## src/rtl/opll_write_sequencer.sv

```systemverilog
// Merges memory-mapped and I/O-port OPLL writes into one FIFO and replays them to the
// YM2413 bus, keeping the chip's post-address / post-data busy windows.
module opll_write_sequencer #(
  parameter int FIFO_DEPTH = 8,
  parameter int ADDR_WAIT  = 12,
  parameter int DATA_WAIT  = 84
) (
  input  logic       clk,
  input  logic       reset,
  input  logic       ym_ce,
  input  logic [1:0] opll_wr,
  input  logic       cpu_addr0,
  input  logic [7:0] cpu_din,
  input  logic       io_wr,
  input  logic [7:0] io_addr,
  input  logic [1:0] opll_io_enable,
  output logic       ym_cs_n,
  output logic       ym_we_n,
  output logic       ym_a0,
  output logic [7:0] ym_dout,
  output logic       busy,
  output logic       overflow,
  output logic [4:0] fifo_level
);

  localparam int AW = $clog2(FIFO_DEPTH);
  localparam int PW = AW + 1;

  typedef enum logic [1:0] {S_IDLE, S_STROBE, S_WAIT} state_t;

  state_t        state_reg;
  logic [6:0]    count_reg;
  logic [PW-1:0] wr_ptr_reg;
  logic [PW-1:0] rd_ptr_reg;
  logic [PW-1:0] level;
  logic [8:0]    fifo_mem [FIFO_DEPTH];
  logic [8:0]    head;
  logic [8:0]    entry;
  logic          mem_ev;
  logic          io_ev;
  logic          empty;
  logic          full;
  logic          pop;
  logic          accept;
  logic          drop;

  assign mem_ev = |opll_wr;
  assign io_ev  = io_wr & (io_addr[7:1] == 7'h3E) & (|opll_io_enable);
  // Memory-mapped source wins a same-cycle collision; the I/O write is lost.
  assign entry  = mem_ev ? {cpu_addr0, cpu_din} : {io_addr[0], cpu_din};

  assign level  = wr_ptr_reg - rd_ptr_reg;
  assign empty  = (wr_ptr_reg == rd_ptr_reg);
  assign full   = (wr_ptr_reg[PW-1] != rd_ptr_reg[PW-1]) &&
                  (wr_ptr_reg[AW-1:0] == rd_ptr_reg[AW-1:0]);
  assign head   = fifo_mem[rd_ptr_reg[AW-1:0]];

  assign pop    = (state_reg == S_IDLE) && ym_ce && !empty;
  // A pop in the same cycle frees a slot, so a full FIFO still accepts.
  assign accept = (mem_ev || io_ev) && (!full || pop);
  assign drop   = (mem_ev && io_ev) || ((mem_ev || io_ev) && full && !pop);

  assign busy       = (state_reg != S_IDLE) || (level != '0);
  assign fifo_level = 5'(level);

  always_ff @(posedge clk) begin
    if (accept)
      fifo_mem[wr_ptr_reg[AW-1:0]] <= entry;
  end

  always_ff @(posedge clk) begin
    if (reset) begin
      wr_ptr_reg <= '0;
      rd_ptr_reg <= '0;
      overflow   <= 1'b0;
    end else begin
      if (accept) wr_ptr_reg <= wr_ptr_reg + 1'b1;
      if (pop)    rd_ptr_reg <= rd_ptr_reg + 1'b1;
      if (drop)   overflow   <= 1'b1;
    end
  end

  always_ff @(posedge clk) begin
    if (reset) begin
      state_reg <= S_IDLE;
      count_reg <= '0;
      ym_cs_n   <= 1'b1;
      ym_we_n   <= 1'b1;
      ym_a0     <= 1'b0;
      ym_dout   <= '0;
    end else if (ym_ce) begin
      case (state_reg)
        S_IDLE: begin
          if (!empty) begin
            ym_cs_n   <= 1'b0;
            ym_we_n   <= 1'b0;
            ym_a0     <= head[8];
            ym_dout   <= head[7:0];
            count_reg <= head[8] ? 7'(DATA_WAIT) : 7'(ADDR_WAIT);
            state_reg <= S_STROBE;
          end
        end
        S_STROBE: begin
          ym_cs_n   <= 1'b1;
          ym_we_n   <= 1'b1;
          state_reg <= S_WAIT;
        end
        S_WAIT: begin
          // Leaving on the tick the count hits zero lets the next pop land one tick later.
          if (count_reg <= 7'd1) begin
            count_reg <= '0;
            state_reg <= S_IDLE;
          end else begin
            count_reg <= count_reg - 7'd1;
          end
        end
        default: state_reg <= S_IDLE;
      endcase
    end
  end

endmodule

```

## config.mk

```make
export PLATFORM = sky130hd
export DESIGN_NAME = opll_write_sequencer
export DESIGN_NICKNAME = d
export VERILOG_FILES = /design/src/rtl/opll_write_sequencer.sv
export SDC_FILE = /design/constraint.sdc
export NUM_CORES = 1
export LEC_CHECK = 0
export BUFFER_PORTS_ARGS = -buffer_cell sky130_fd_sc_hd__buf_4
export CELL_PAD_IN_SITES_DETAIL_PLACEMENT = 0
export CELL_PAD_IN_SITES_GLOBAL_PLACEMENT = 2
export CORE_MARGIN = 8
export CORE_UTILIZATION = 45
export CTS_CLUSTER_SIZE = 20
export DETAILED_ROUTE_END_ITERATION = 8
export PLACE_DENSITY = 0.84
export SLEW_MARGIN = 20
export SYNTH_ARGS = -nofsm -noshare
export SYNTH_HDL_FRONTEND = slang
export SYNTH_SLANG_ARGS = --single-unit
```

## constraint.sdc

```tcl
create_clock -name clk -period 4.69 [get_ports clk]
set_input_delay 0.2345 -clock clk [delete_from_list [all_inputs] [get_ports clk]]
set_output_delay 0.2345 -clock clk [all_outputs]
set_load 0.02 [all_outputs]
```

==> results of run 1 <==
cells by family (layout without fill, tap and decap cells):
group / after synthesis / in the layout / share of synthesized area
xor gates and xnor gates: 5 / 5 / 0.0101
DFF: 103 / 103 / 0.640
other: 1 / 1 / 0.000862
AOI/OAI and AO/OA: 56 / 56 / 0.0828
muxes: 31 / 31 / 0.124
adders and majority gates: 9 / 9 / 0.0270
and+or+nand+nor: 64 / 64 / 0.0811
buffers and inverters: 31 / 82 / 0.0345
power groups by stage:
stage,Clock (mW),Sequential [mW],Combinational [mW]
3_3_place_gp,0,1.12,0.532
5_1_grt,0.577,1.11,0.582
4_1_cts,0.540,1.10,0.537
2_1_floorplan,0,1.12,0.362
6_report,0.526,1.10,0.530
3_5_place_dp,0,1.12,0.536
per-stage QoR:
step                area, µm²   util  hold WS, ns  std cells
floorplan                4350      -        0.333        300
global placement         4830  0.504        0.438        468
detailed placement       4830  0.504        0.441        468
CTS                      5010  0.523       0.0700        484
global route             5010  0.523       0.0669        484
finish                   5010  0.523       0.0905        484
final cells by class:
| type | instances | area, µm² | share of cell area |
|---|---|---|---|
| tap | 133 | 166 | 0.0332 |
| clock inverter | 7 | 60.1 | 0.0120 |
| multi-input combinational | 166 | 1440 | 0.288 |
| timing repair buffer | 51 | 383 | 0.0763 |
| inverter | 15 | 56.3 | 0.0112 |
| sequential | 103 | 2780 | 0.555 |
| clock buffer | 9 | 124 | 0.0247 |
worst min-delay path by stage:
stage / slack, ns / from / depth (start not counted) / endpoint
3_5_place_dp: 0.44 / overflow / 2 / overflow
4_1_cts: 0.07 / cpu_din[2] / 1 / fifo_mem[6][2]
6_report: 0.09 / cpu_din[2] / 1 / fifo_mem[6][2]
2_1_floorplan: 0.33 / cpu_din[0] / 0 / fifo_mem[0][0]
3_3_place_gp: 0.44 / overflow / 2 / overflow
5_1_grt: 0.07 / cpu_din[2] / 1 / fifo_mem[6][2]
routing by layer:
layer | wire (µm) | up-vias
li1 | - | 1247
met1 | 4010 | 1294
met2 | 4220 | 43
met3 | 299 | 8
met4 | 110 | 0
met5 | 0 | -
synth_stat cells, drive strengths merged, types with 8 or more instances:
library cell / instances
inv: 15
nor4: 8
mux4: 18
dfxtp: 31
mux2i: 10
edfxtp: 72
o21ai: 18
buf: 9
a21oi: 18
nor2: 14
worst max-delay path, cell delays in order, from the launching register on:
cell     delay, ns
dfxtp_1       0.44
inv_1         0.17
ha_1          0.26
fa_1          0.49
inv_1         0.05
nor4_1        0.23
o21ai_0       0.12
buf_4         0.17
==> run summary, run 1 <==
worst hold path class -> in2reg
DRC errors left -> 0
share of post-route cells with drive strength above 1 -> 0.282
biggest area consumer among synthesized cells -> edfxtp_1
most frequent cells in the layout -> edfxtp_1 (72), buf_4 (51), dfxtp_1 (31)
Vias -> 2,592
met3 Use GR -> 0.0332
CP arrival -> 2.29 ns
syn_nets -> 333
TritonCTS buffer count -> 9
Setup Slack @ Placement -> 2.30 ns
maximum clock frequency -> 397 MHz
# IOs -> 43
Mapped Area -> 4350 µm²
CTS sink count -> 103
initial core utilization -> 0.453
Seq pwr share -> 0.510
I/O Buffers -> 41
sequential cell area fraction in the yosys report -> 0.640
gr ovfl total -> 0
RSZ-0062 raised after global routing -> false
ANT cells -> 0
count of pins over their slew limit -> 0
synthesized flop and latch total -> 103
share of the synthesized area in the top cell type -> 0.497
Die Wd -> 114 µm
die area -> 13,100 µm²
Comb power frac -> 0.246
final net count -> 379
Placeable Area -> 9590 µm²
Slew HR -> 0.360
Vias per Instance -> 5.36
vias in the first global route -> 2,651
Fin. Hold Viols -> 0
endpoint class of the critical path -> primary output
setup violators final -> 0
first-pass GRT wire length -> 14,100 µm
initial antenna violation count -> 0
CP required -> 4.46 ns
PnR Total Power -> 2.15 mW
Rows -> 36
Setup crit end -> busy
detailed placement HPWL -> 5960 µm
library cells used by synthesis -> 52
crit path launch -> wr_ptr_reg[0]
switching part of the total power -> 0.306
GRT Total Usage -> 0.142
Post-Syn Instances -> 300
GRT met2 Usage -> 0.229
Final ANT Viol Nets -> 0
ys flop type -> edfxtp_1
clk_lat worst skew -> 0.37 ns
run status -> finished, final reports clean
Slew @ Worst Pin -> 0.952 ns
Max clock buf depth -> 2
PD cells -> 430 nW/µm²
post-route setup slack -> 2.17 ns
Worst Path Max Fanout -> 7
clock slew at reported path FFs -> 0.11 ns
routed len/inst -> 17.9 µm
max reg flops -> 72
Most Crowded Layer GR -> met2
skew final -> 0.0159 ns
Post-synth ARST share -> 0
routability cong. -> 0.741
Max Cap Violations -> 0
r2r endpoint -> fifo_mem[6][8]
1st-iter DRT viols -> 162
Layout area overhead -> 15.3%
Fin Setup TNS -> 0 ns
largest cells by area after synthesis -> edfxtp_1 (50%), dfxtp_1 (14%), mux4_2 (9.3%), mux2i_1 (2.3%), a21oi_1 (2.1%)
Clk pwr share -> 0.244
Tcrit/Tclk final -> 0.538
Die Ht -> 114 µm
CP Class -> reg2out
met1 usage -> 0.183
drt pass-1 iters -> 4
final-layout fill cell count -> 809
Period minus WS final -> 2.52 ns
peak supply drop -> 0.000185 V
r2r setup slk -> 2.25 ns
largest net degree at the start of global routing -> 26
leakage -> 1.73 nW
post_cts resized -> 0
CTS tree -> yes
H-tree depth -> 3
number of enable-type register cells in the synthesized netlist -> 72
Clk Tree Root Cell -> clkbuf_8
Internal Power -> 1.50 mW
r2r startpoint -> wr_ptr_reg[0]
startpoint class of the critical path -> flop
Psw -> 0.659 mW
final WL -> 8640 µm
Post-CTS Hold Buffers -> 0
postcts setup bufs -> 0
most common cell after layout, fill and taps aside -> edfxtp_1
mean post-synth cell area -> 14.5 µm²
R2R depth -> 7
Ys Warns -> 0
(Power assumes the default switching activity.)
==> run 2: changes to the inputs <==
--- a/config.mk
+++ b/config.mk
@@ -9,10 +9,10 @@
 export CELL_PAD_IN_SITES_DETAIL_PLACEMENT = 0
 export CELL_PAD_IN_SITES_GLOBAL_PLACEMENT = 2
 export CORE_MARGIN = 8
-export CORE_UTILIZATION = 45
+export CORE_UTILIZATION = 42
 export CTS_CLUSTER_SIZE = 20
 export DETAILED_ROUTE_END_ITERATION = 8
-export PLACE_DENSITY = 0.84
+export PLACE_DENSITY = 0.79
 export SLEW_MARGIN = 20
 export SYNTH_ARGS = -nofsm -noshare
 export SYNTH_HDL_FRONTEND = slang
==> constraint.sdc (replaced) <==
create_clock -name clk -period 2.55 [get_ports clk]
set_input_delay 0.1275 -clock clk [delete_from_list [all_inputs] [get_ports clk]]
set_output_delay 0.1275 -clock clk [all_outputs]
set_load 0.02 [all_outputs]
==> run 2 against run 1 <==
Effect of this change:
- clock-buffer cell count unchanged
- sequential power up 82%
- register-to-register slack worse by 1.9 ns
- via count up 4.7%
- final area up 4.7%
- core utilization down 0.70 points
- die area up 6.1%
- critical path type unchanged
==> run summary, run 2 (synthesized netlist as in run 1, its figures left out) <==
Clk Tree Root Cell -> clkbuf_8
final WL -> 9260 µm (+7.1%)
vias in the first global route -> 2,687 (+1.4%)
drt pass-1 iters -> 4 (unchanged)
initial core utilization -> 0.427 (-0.0263)
die area -> 13,900 µm² (+6.1%)
Vias -> 2,714 (+4.7%)
skew final -> 0.0144 ns (-0.00155 ns)
DRC errors left -> 0 (unchanged)
# placed instances -> 486 (+3.8%)
endpoint class of the critical path -> primary output
CP max stage delay -> 0.54 ns (+0.05 ns)
Fin. Hold Viols -> 0 (unchanged)
first-pass GRT wire length -> 14,900 µm (+5.2%)
CTS sink count -> 103 (unchanged)
Tcrit/Tclk final -> 0.876
worst hold path class -> in2reg
Fin Setup TNS -> 0 ns (unchanged)
CP Class -> reg2out
Final ANT Viol Nets -> 0 (unchanged)
Rows -> 37 (+2.8%)
GRT Total Usage -> 0.137 (-0.00447)
most frequent cells in the layout -> edfxtp_1 (72), buf_4 (65), dfxtp_1 (31)
1st-iter DRT viols -> 219 (+35%)
clk_lat worst skew -> 0.37 ns (about the same)
setup violators final -> 0 (unchanged)
Die Wd -> 118 µm (+3.0%)
post-route setup slack -> 0.316 ns (-1.85 ns)
Max Cap Violations -> 0 (unchanged)
final hold slack -> 0.0183 ns (-0.0722 ns)
routed len/inst -> 18.1 µm (+1.7%)
Psw -> 1.28 mW (+95%)
max reg flops -> 72 (unchanged)
Die Ht -> 118 µm (+3.0%)
Slew @ Worst Pin -> 0.829 ns (-0.123 ns)
peak supply drop -> 0.000367 V (+98%)
share of post-route cells with drive strength above 1 -> 0.305 (+0.0228)
most common cell after layout, fill and taps aside -> edfxtp_1
ANT cells -> 0 (unchanged)
run status -> finished, final reports clean
TritonCTS buffer count -> 9 (unchanged)
# IOs -> 43 (unchanged)
RSZ-0062 raised after global routing -> false
Slew HR -> 0.447 (+0.0869)
clock slew at reported path FFs -> 0.11 ns (about the same)
I/O Buffers -> 41 (unchanged)
Comb power frac -> 0.259 (+0.013)
maximum clock frequency -> 448 MHz
slowest CP cell -> fa_1
Internal Power -> 2.84 mW (+90%)
Worst Path Max Fanout -> 9 (+2)
detailed placement HPWL -> 6570 µm (+10%)
Placeable Area -> 10,200 µm² (+6.2%)
CP arrival -> 2.11 ns (-0.18 ns)
fin area -> 5250 µm² (+4.7%)
switching part of the total power -> 0.312 (+0.00567)
startpoint class of the critical path -> flop
Seq pwr share -> 0.486 (-0.024)
gr ovfl total -> 0 (unchanged)
CP cell instances -> buf_4 -> inv_1 -> fa_1 -> inv_1 -> nor4_1 -> o21ai_0 -> buf_4
crit path buf inv count -> 4 (+1)
final net count -> 402 (+6.1%)
Setup Slack @ Placement -> 0.0920 ns (-2.21 ns)
placed cell area -> 4950 µm² (+2.4%)
Clk pwr share -> 0.254 (+0.010)
Max clock buf depth -> 2 (unchanged)
initial antenna violation count -> 0 (unchanged)
PD cells -> 784 nW/µm² (+83%)
leakage -> 1.85 nW (+7.0%)
Period minus WS final -> 2.23 ns
count of pins over their slew limit -> 0 (unchanged)
H-tree depth -> 3 (unchanged)
Layout area overhead -> 20.7%
CP top delay family -> adder cells
Vias per Instance -> 5.32 (-0.63%)
CP required -> 2.42 ns (-2.04 ns)
CTS tree -> yes
largest net degree at the start of global routing -> 26 (unchanged)
routability cong. -> 0.750 (+1.2%)
post-route insts no fill -> 510 (+5.4%)
-- run 2: final timing paths --
check | start | endpoint | slack, ns | depth (start not counted)
worst max-delay path | wr_ptr_reg[1] | busy | 0.32 | 7
worst min-delay path | ym_ce | count_reg[2] | 0.02 | 2
worst max register to register | wr_ptr_reg[0] | fifo_mem[3][6] | 0.39 | 7
worst min register to register | overflow | overflow | 0.46 | 2
-- run 2: what timing repair did --
item                                   in CTS  in global routing
hold buffers                                7                  1
setup endpoints to repair                   0                  9
endpoints found under the hold margin      49                  1
resized for setup                           0                  1
buffers inserted                            0                  0
-- run 2: layout make-up --
type,instances,area (µm²)
sequential,103,2780
fill,870,4930
tap,136,170
multi-input combinational,166,1440
timing repair buffer,74,588
clock inverter,7,88.8
inverter,15,56.3
clock buffer,9,124
-- run 2: through the flow --
step                       util  total power, mW
after floorplan               -             2.73
after global placement    0.485             3.11
after detailed placement  0.486             3.11
after CTS                 0.513             4.17
after global routing      0.516             4.36
final                     0.516             4.12
-- run 2: metal layers --
metal / global-route usage / part of all wire
met4: 0.0432 / 0.0091
met3: 0.0355 / 0.066
met2: 0.197 / 0.45
met1: 0.198 / 0.47
met5: 0 / 0
-- run 2: power groups by stage --
stage | clock [mW] | sequential, mW | combinational, mW
4_1_cts | 1.09 | 2.01 | 1.08
3_3_place_gp | 0 | 2.04 | 1.07
5_1_grt | 1.16 | 2.02 | 1.18
6_report | 1.05 | 2.00 | 1.07
2_1_floorplan | 0 | 2.06 | 0.666
3_5_place_dp | 0 | 2.04 | 1.07
